[config.mk]
export PLATFORM = sky130hd
export DESIGN_NAME = mem_access_initiator_flat
export DESIGN_NICKNAME = d
export VERILOG_FILES = /design/src/rtl/mem_access_initiator_if.sv /design/src/rtl/mem_access_initiator.sv /design/src/flat_wrapper.sv
export SDC_FILE = /design/constraint.sdc
export NUM_CORES = 1
export LEC_CHECK = 0
export ABC_AREA = 0
export CORE_ASPECT_RATIO = 0.7
export CORE_MARGIN = 2
export CORE_UTILIZATION = 44
export CTS_CLUSTER_DIAMETER = 50
export DETAILED_ROUTE_END_ITERATION = 8
export PLACE_DENSITY = 0.85
export SYNTH_ARGS = -nofsm -noshare
export SYNTH_HDL_FRONTEND = slang
export SYNTH_SLANG_ARGS = --single-unit
[constraint.sdc]
create_clock -name clk -period 5.5 [get_ports clk]
set_input_delay 1.1 -clock clk [delete_from_list [all_inputs] [get_ports clk]]
set_output_delay 1.1 -clock clk [all_outputs]
set_load 0.03 [all_outputs]
[src/rtl/mem_access_initiator_if.sv]
// Pipeline request/response and data-memory bus bundle for mem_access_initiator.
interface mem_access_initiator_if;
  logic        req_valid;
  logic        req_ready;
  logic        req_we;
  logic [2:0]  req_funct3;
  logic [31:0] req_addr;
  logic [31:0] req_wdata;
  logic        resp_valid;
  logic [31:0] resp_rdata;
  logic [1:0]  resp_err;
  logic        busy;
  logic [31:0] mem_addr;
  logic [31:0] mem_wdata;
  logic        mem_memwrite;
  logic        mem_memread;
  logic [3:0]  mem_sign_mask;
  logic [31:0] mem_read_data;
  logic        mem_clk_stall;

  modport master (
    input  req_valid, req_we, req_funct3, req_addr, req_wdata,
    input  mem_read_data, mem_clk_stall,
    output req_ready, resp_valid, resp_rdata, resp_err, busy,
    output mem_addr, mem_wdata, mem_memwrite, mem_memread, mem_sign_mask
  );

  modport slave (
    output req_valid, req_we, req_funct3, req_addr, req_wdata,
    output mem_read_data, mem_clk_stall,
    input  req_ready, resp_valid, resp_rdata, resp_err, busy,
    input  mem_addr, mem_wdata, mem_memwrite, mem_memread, mem_sign_mask
  );
endinterface

[src/rtl/mem_access_initiator.sv]
// Data-memory stall-handshake initiator: one load/store at a time, alignment
// and width checks, one-cycle memory strobe, stall tracking with timeout.
module mem_access_initiator #(
  parameter int unsigned STALL_TIMEOUT = 15
) (
  input  logic                   clk,
  input  logic                   rst,
  mem_access_initiator_if.master mif
);

  localparam logic [1:0] S_IDLE  = 2'd0;
  localparam logic [1:0] S_ISSUE = 2'd1;
  localparam logic [1:0] S_WAIT  = 2'd2;
  localparam logic [1:0] S_RESP  = 2'd3;
  localparam logic [4:0] TIMEOUT_C = 5'(STALL_TIMEOUT);

  function automatic logic illegal_f(input logic we, input logic [2:0] f3);
    logic r;
    case (f3)
      3'b000, 3'b001, 3'b010: r = 1'b0;
      3'b100, 3'b101:         r = we;
      default:                r = 1'b1;
    endcase
    return r;
  endfunction

  function automatic logic misaligned_f(input logic [2:0] f3, input logic [1:0] a);
    logic r;
    case (f3[1:0])
      2'b01:   r = a[0];
      2'b10:   r = (a != 2'b00);
      default: r = 1'b0;
    endcase
    return r;
  endfunction

  function automatic logic [3:0] mask_f(input logic we, input logic [2:0] f3);
    logic [3:0] r;
    case (f3)
      3'b000:  r = we ? 4'b0001 : 4'b1001;
      3'b001:  r = we ? 4'b0011 : 4'b1011;
      3'b010:  r = 4'b0111;
      3'b100:  r = 4'b0001;
      3'b101:  r = 4'b0011;
      default: r = 4'b0000;
    endcase
    return r;
  endfunction

  logic [1:0]  state_q, state_d;
  logic [4:0]  cnt_q, cnt_d;
  logic        we_q, we_d;
  logic [31:0] addr_q, addr_d;
  logic [31:0] wdata_q, wdata_d;
  logic [3:0]  mask_q, mask_d;
  logic        rd_q, rd_d;
  logic        wr_q, wr_d;
  logic        rv_q, rv_d;
  logic [31:0] rdata_q, rdata_d;
  logic [1:0]  err_q, err_d;
  logic        busy_q, busy_d;
  logic        ready_s;
  logic        accept_s;
  logic [4:0]  cnt_inc_s;

  // Holding off while stall is high drains a transfer orphaned by reset.
  assign ready_s   = (state_q == S_IDLE) & ~mif.mem_clk_stall & ~rst;
  assign accept_s  = mif.req_valid & ready_s;
  assign cnt_inc_s = cnt_q + 5'd1;

  always_comb begin
    state_d = state_q;
    cnt_d   = cnt_q;
    we_d    = we_q;
    addr_d  = addr_q;
    wdata_d = wdata_q;
    mask_d  = mask_q;
    rd_d    = 1'b0;
    wr_d    = 1'b0;
    rv_d    = 1'b0;
    rdata_d = rdata_q;
    err_d   = err_q;
    case (state_q)
      S_IDLE: begin
        cnt_d = 5'd0;
        if (accept_s) begin
          we_d    = mif.req_we;
          addr_d  = mif.req_addr;
          wdata_d = mif.req_wdata;
          mask_d  = mask_f(mif.req_we, mif.req_funct3);
          if (illegal_f(mif.req_we, mif.req_funct3)) begin
            state_d = S_RESP;
            err_d   = 2'b11;
            rdata_d = 32'd0;
            rv_d    = 1'b1;
          end else if (misaligned_f(mif.req_funct3, mif.req_addr[1:0])) begin
            state_d = S_RESP;
            err_d   = 2'b01;
            rdata_d = 32'd0;
            rv_d    = 1'b1;
          end else begin
            state_d = S_ISSUE;
            rd_d    = ~mif.req_we;
            wr_d    = mif.req_we;
          end
        end else begin
          state_d = S_IDLE;
        end
      end
      S_ISSUE: begin
        state_d = S_WAIT;
      end
      S_WAIT: begin
        if (!mif.mem_clk_stall) begin
          state_d = S_RESP;
          err_d   = 2'b00;
          rdata_d = we_q ? 32'd0 : mif.mem_read_data;
          rv_d    = 1'b1;
        end else begin
          cnt_d = cnt_inc_s;
          if (cnt_inc_s == TIMEOUT_C) begin
            state_d = S_RESP;
            err_d   = 2'b10;
            rdata_d = 32'd0;
            rv_d    = 1'b1;
          end else begin
            state_d = S_WAIT;
          end
        end
      end
      S_RESP: begin
        state_d = S_IDLE;
        cnt_d   = 5'd0;
      end
      default: begin
        state_d = S_IDLE;
        cnt_d   = 5'd0;
      end
    endcase
    busy_d = (state_d != S_IDLE);
  end

  // State and registered outputs, synchronous active-high reset.
  always_ff @(posedge clk) begin
    if (rst) begin
      state_q <= S_IDLE;
      cnt_q   <= 5'd0;
      we_q    <= 1'b0;
      addr_q  <= 32'd0;
      wdata_q <= 32'd0;
      mask_q  <= 4'd0;
      rd_q    <= 1'b0;
      wr_q    <= 1'b0;
      rv_q    <= 1'b0;
      rdata_q <= 32'd0;
      err_q   <= 2'b00;
      busy_q  <= 1'b0;
    end else begin
      state_q <= state_d;
      cnt_q   <= cnt_d;
      we_q    <= we_d;
      addr_q  <= addr_d;
      wdata_q <= wdata_d;
      mask_q  <= mask_d;
      rd_q    <= rd_d;
      wr_q    <= wr_d;
      rv_q    <= rv_d;
      rdata_q <= rdata_d;
      err_q   <= err_d;
      busy_q  <= busy_d;
    end
  end

  assign mif.req_ready     = ready_s;
  assign mif.resp_valid    = rv_q;
  assign mif.resp_rdata    = rdata_q;
  assign mif.resp_err      = err_q;
  assign mif.busy          = busy_q;
  assign mif.mem_addr      = addr_q;
  assign mif.mem_wdata     = wdata_q;
  assign mif.mem_memwrite  = wr_q;
  assign mif.mem_memread   = rd_q;
  assign mif.mem_sign_mask = mask_q;

endmodule

[src/flat_wrapper.sv]
// flat-port wrapper written by rule: the top's interface ports become plain ports
module mem_access_initiator_flat 
#(
  parameter int unsigned STALL_TIMEOUT = 15
)
  (clk, rst, mif_req_valid, mif_req_we, mif_req_funct3, mif_req_addr, mif_req_wdata, mif_mem_read_data, mif_mem_clk_stall, mif_req_ready, mif_resp_valid, mif_resp_rdata, mif_resp_err, mif_busy, mif_mem_addr, mif_mem_wdata, mif_mem_memwrite, mif_mem_memread, mif_mem_sign_mask);
  mem_access_initiator_if mif_i ();
  input  logic clk;
  input  logic rst;
  input wire logic [$bits(mif_i.req_valid)-1:0] mif_req_valid;
  input wire logic [$bits(mif_i.req_we)-1:0] mif_req_we;
  input wire logic [$bits(mif_i.req_funct3)-1:0] mif_req_funct3;
  input wire logic [$bits(mif_i.req_addr)-1:0] mif_req_addr;
  input wire logic [$bits(mif_i.req_wdata)-1:0] mif_req_wdata;
  input wire logic [$bits(mif_i.mem_read_data)-1:0] mif_mem_read_data;
  input wire logic [$bits(mif_i.mem_clk_stall)-1:0] mif_mem_clk_stall;
  output wire logic [$bits(mif_i.req_ready)-1:0] mif_req_ready;
  output wire logic [$bits(mif_i.resp_valid)-1:0] mif_resp_valid;
  output wire logic [$bits(mif_i.resp_rdata)-1:0] mif_resp_rdata;
  output wire logic [$bits(mif_i.resp_err)-1:0] mif_resp_err;
  output wire logic [$bits(mif_i.busy)-1:0] mif_busy;
  output wire logic [$bits(mif_i.mem_addr)-1:0] mif_mem_addr;
  output wire logic [$bits(mif_i.mem_wdata)-1:0] mif_mem_wdata;
  output wire logic [$bits(mif_i.mem_memwrite)-1:0] mif_mem_memwrite;
  output wire logic [$bits(mif_i.mem_memread)-1:0] mif_mem_memread;
  output wire logic [$bits(mif_i.mem_sign_mask)-1:0] mif_mem_sign_mask;
  assign mif_i.req_valid = mif_req_valid;
  assign mif_i.req_we = mif_req_we;
  assign mif_i.req_funct3 = mif_req_funct3;
  assign mif_i.req_addr = mif_req_addr;
  assign mif_i.req_wdata = mif_req_wdata;
  assign mif_i.mem_read_data = mif_mem_read_data;
  assign mif_i.mem_clk_stall = mif_mem_clk_stall;
  assign mif_req_ready = mif_i.req_ready;
  assign mif_resp_valid = mif_i.resp_valid;
  assign mif_resp_rdata = mif_i.resp_rdata;
  assign mif_resp_err = mif_i.resp_err;
  assign mif_busy = mif_i.busy;
  assign mif_mem_addr = mif_i.mem_addr;
  assign mif_mem_wdata = mif_i.mem_wdata;
  assign mif_mem_memwrite = mif_i.mem_memwrite;
  assign mif_mem_memread = mif_i.mem_memread;
  assign mif_mem_sign_mask = mif_i.mem_sign_mask;
  mem_access_initiator #(.STALL_TIMEOUT(STALL_TIMEOUT)) u_core (.clk(clk), .rst(rst), .mif(mif_i));
endmodule
==> results.yml <==
worst_setup_path:
  crit_path_end_kind: "output pin"
  startpoint: "mif_mem_clk_stall"
  cp.required_ns: 4.40
  cp.arrival_ns: 2.84
  worstReg2RegStart: "u_core.cnt_q[0]"
  critPathKind: "in2out"
  cp-start-kind: "primary input"
  crit_fanout: 11
cts:
  cts_setup_buffers: 0
  hold_buffers: 0
  cts-root-buf: "clkbuf_16"
  clk_latency_ns: 0.40
  clk_pin_slew_ns: 0.05
  cts-resized-gates: 0
  cts_tree: "built"
  cts.sinks: 114
  cts_made_buffers: 17
  clockBufferDepth: 2
  cts_htree_levels: 4
floorplanning:
  core_area_um2: 9800
  num_rows: 30
  die_y_um: 88.5
  initial_core_util: 0.458
  dieArea_um2: 11000
  pin_count: 211
  die_x_um: 125
route:
  drt_iter0_markers: 261
  detail-route-antenna-nets: 0
  vias: 4297
  wl_per_cell_um: 15.2
  drt_first_pass_iters: 4
  vias_per_cell: 4.94
  drc: 0
  routed_wirelength_mm: 13.2
hold_path:
  worstHoldStart: "u_core.mif.mem_wdata[29]"
  holdCritPathClass: "reg2reg"
logic_synthesis:
  syn_area_per_cell_um2: 8.43
  syn_area_um2: 4490
  synthesis.nets: 645
  synth_edf_count: 0
  synth-seq-cells: 114
  netlist_instances: 533
  postSynth.asyncResetShare: 0
  yosysSeqAreaShare: 0.508
  ys_warn_count: 0
  synth.distinct_cells: 35
  synth_ff_type: "dfxtp_1"
final_layout:
  finalNetCount: 841
  diodes: 0
  syn2layout_area_growth_pct: 63.6
  mostFrequentLayoutCells: "209 x clkdlybuf4s50_1, 170 x nand2_1, 114 x dfxtp_1, 76 x a21oi_1"
  layout_commonest_cell: "clkdlybuf4s50_1"
  drive_gt1_frac: 0.0593
timing:
  fin_worst_skew_ns: 0.00544
  hold_violations: 0
  drv_slew: 0
  worst_hold_slack_ns: 0.452
  tightestPinTransition_ns: 1.26
  period_share: 0.716
  tns_ns: 0
  relSlewSlack: 0.159
  fmax_mhz: 254
  setup_viol: 0
  layout_min_cycle_time_ns: 3.94
  rsz0062_at_grt: "false"
grt:
  grt_max_degree: 113
  grtUsageTotal: 0.239
  grt_pass1_wl_mm: 21.2
  grt_pass1_vias: 4384
  grt_antenna_before_repair: 0
  grt_overflow_total: 0
power_and_ir_drop:
  powerDensity_nw_per_um2: 341
  p_leak_nw: 2.56
  peakVddDrop_mv: 0.284
status:
  status: "complete, no violations"
placement:
  gp_congestion: 0.784
  port_buffers: 210
  hpwlAfterDp_mm: 8.94
run:
  drv_cap: 0
per-stage QoR:
| step | setup slack (ns) | utilization | area (um2) | cells | total power, mW |
|---|---|---|---|---|---|
| 5_1_grt | 1.46 | 0.750 | 7350 | 870 | 2.59 |
| 3_5_place_dp | 1.52 | 0.676 | 6630 | 838 | 1.19 |
| 3_3_place_gp | 1.62 | 0.676 | 6630 | 838 | 1.18 |
| 6_report | 1.56 | 0.750 | 7350 | 870 | 2.51 |
| 4_1_cts | 1.57 | 0.750 | 7350 | 870 | 2.52 |
| 2_1_floorplan | 2.75 | - | 4490 | 533 | 1.04 |
layout make-up:
type                       instances  area [um2]
sequential                       114        2280
clock inverter                    14         283
timing repair buffer             214        2130
multi-input combinational        375        2030
fill                             656        2450
inverter                           7        26.3
clock buffer                      18         439
tap                              128         160
registers in the layout, indices dropped and copies added (netlist names):
| signal | count |
|---|---|
| u_core.mif.mem_wdata | 32 |
| u_core.mif.busy | 1 |
| u_core.we_q | 1 |
| u_core.cnt_q | 5 |
| u_core.mif.mem_memread | 1 |
| u_core.mif.resp_valid | 1 |
| u_core.mif.resp_rdata | 32 |
| u_core.mif.resp_err | 2 |
| u_core.mif.mem_sign_mask | 4 |
| u_core.mif.mem_memwrite | 1 |
| u_core.mif.mem_addr | 32 |
| u_core.state_q | 2 |
cell families after synthesis:
| logic type | count (synthesis) | share of synthesized area |
|---|---|---|
| XOR/XNOR | 1 | 0.00195 |
| multiplexers | 34 | 0.0758 |
| AND/OR/NAND/NOR | 242 | 0.238 |
| AO/OA/AOI/OAI | 90 | 0.111 |
| adder cells (fa/ha/maj) | 8 | 0.0223 |
| flip-flops | 114 | 0.508 |
| buffers and inverters | 44 | 0.0426 |
power breakdown:
part	total, mW	switching (mW)	internal [mW]
Combinational	0.304	0.157	0.147
Sequential	0.867	0.0135	0.854
Clock	1.33	0.382	0.952
layer usage:
metal  wire [um]  global-route usage
met5           0                   0
met4         343               0.104
met3         925              0.0852
met2        6460               0.408
met1        5520               0.279
path summary, 6_finish.rpt:
kind	endpoint	slack [ns]	cells after the start
setup / recovery	mif_req_ready	1.56	3
hold / removal	u_core.mif.mem_wdata[29]	0.45	2
setup reg to reg	u_core.mif.resp_rdata[4]	2.84	7
hold reg to reg	u_core.mif.mem_wdata[29]	0.45	2
Yosys cell counts, types with 2 or more instances:
| master | n | area share |
|---|---|---|
| mux2i_1 | 34 | 0.076 |
| nand3_1 | 4 | 0.0045 |
| nor4_1 | 2 | 0.0028 |
| o21ai_0 | 3 | 0.0033 |
| inv_1 | 7 | 0.0059 |
| dfxtp_1 | 114 | 0.51 |
| nand4_1 | 3 | 0.0042 |
| nor2_1 | 12 | 0.010 |
| nand2_1 | 170 | 0.14 |
| nor2b_1 | 3 | 0.0042 |
| o211ai_1 | 2 | 0.0033 |
| clkbuf_1 | 29 | 0.024 |
| buf_2 | 3 | 0.0033 |
| nor3_1 | 6 | 0.0067 |
| buf_1 | 2 | 0.0017 |
| nand2b_1 | 34 | 0.047 |
| and2_1 | 2 | 0.0028 |
| o221a_2 | 2 | 0.0050 |
| buf_6 | 3 | 0.0075 |
| ha_1 | 8 | 0.022 |
| a21oi_1 | 76 | 0.085 |
critical path: stages:
cell,delay [ns]
clkdlybuf4s50_1,0.65
nor3b_2,0.37
clkdlybuf4s50_1,0.72
No activity file was read; power rests on OpenSTA's default activity.
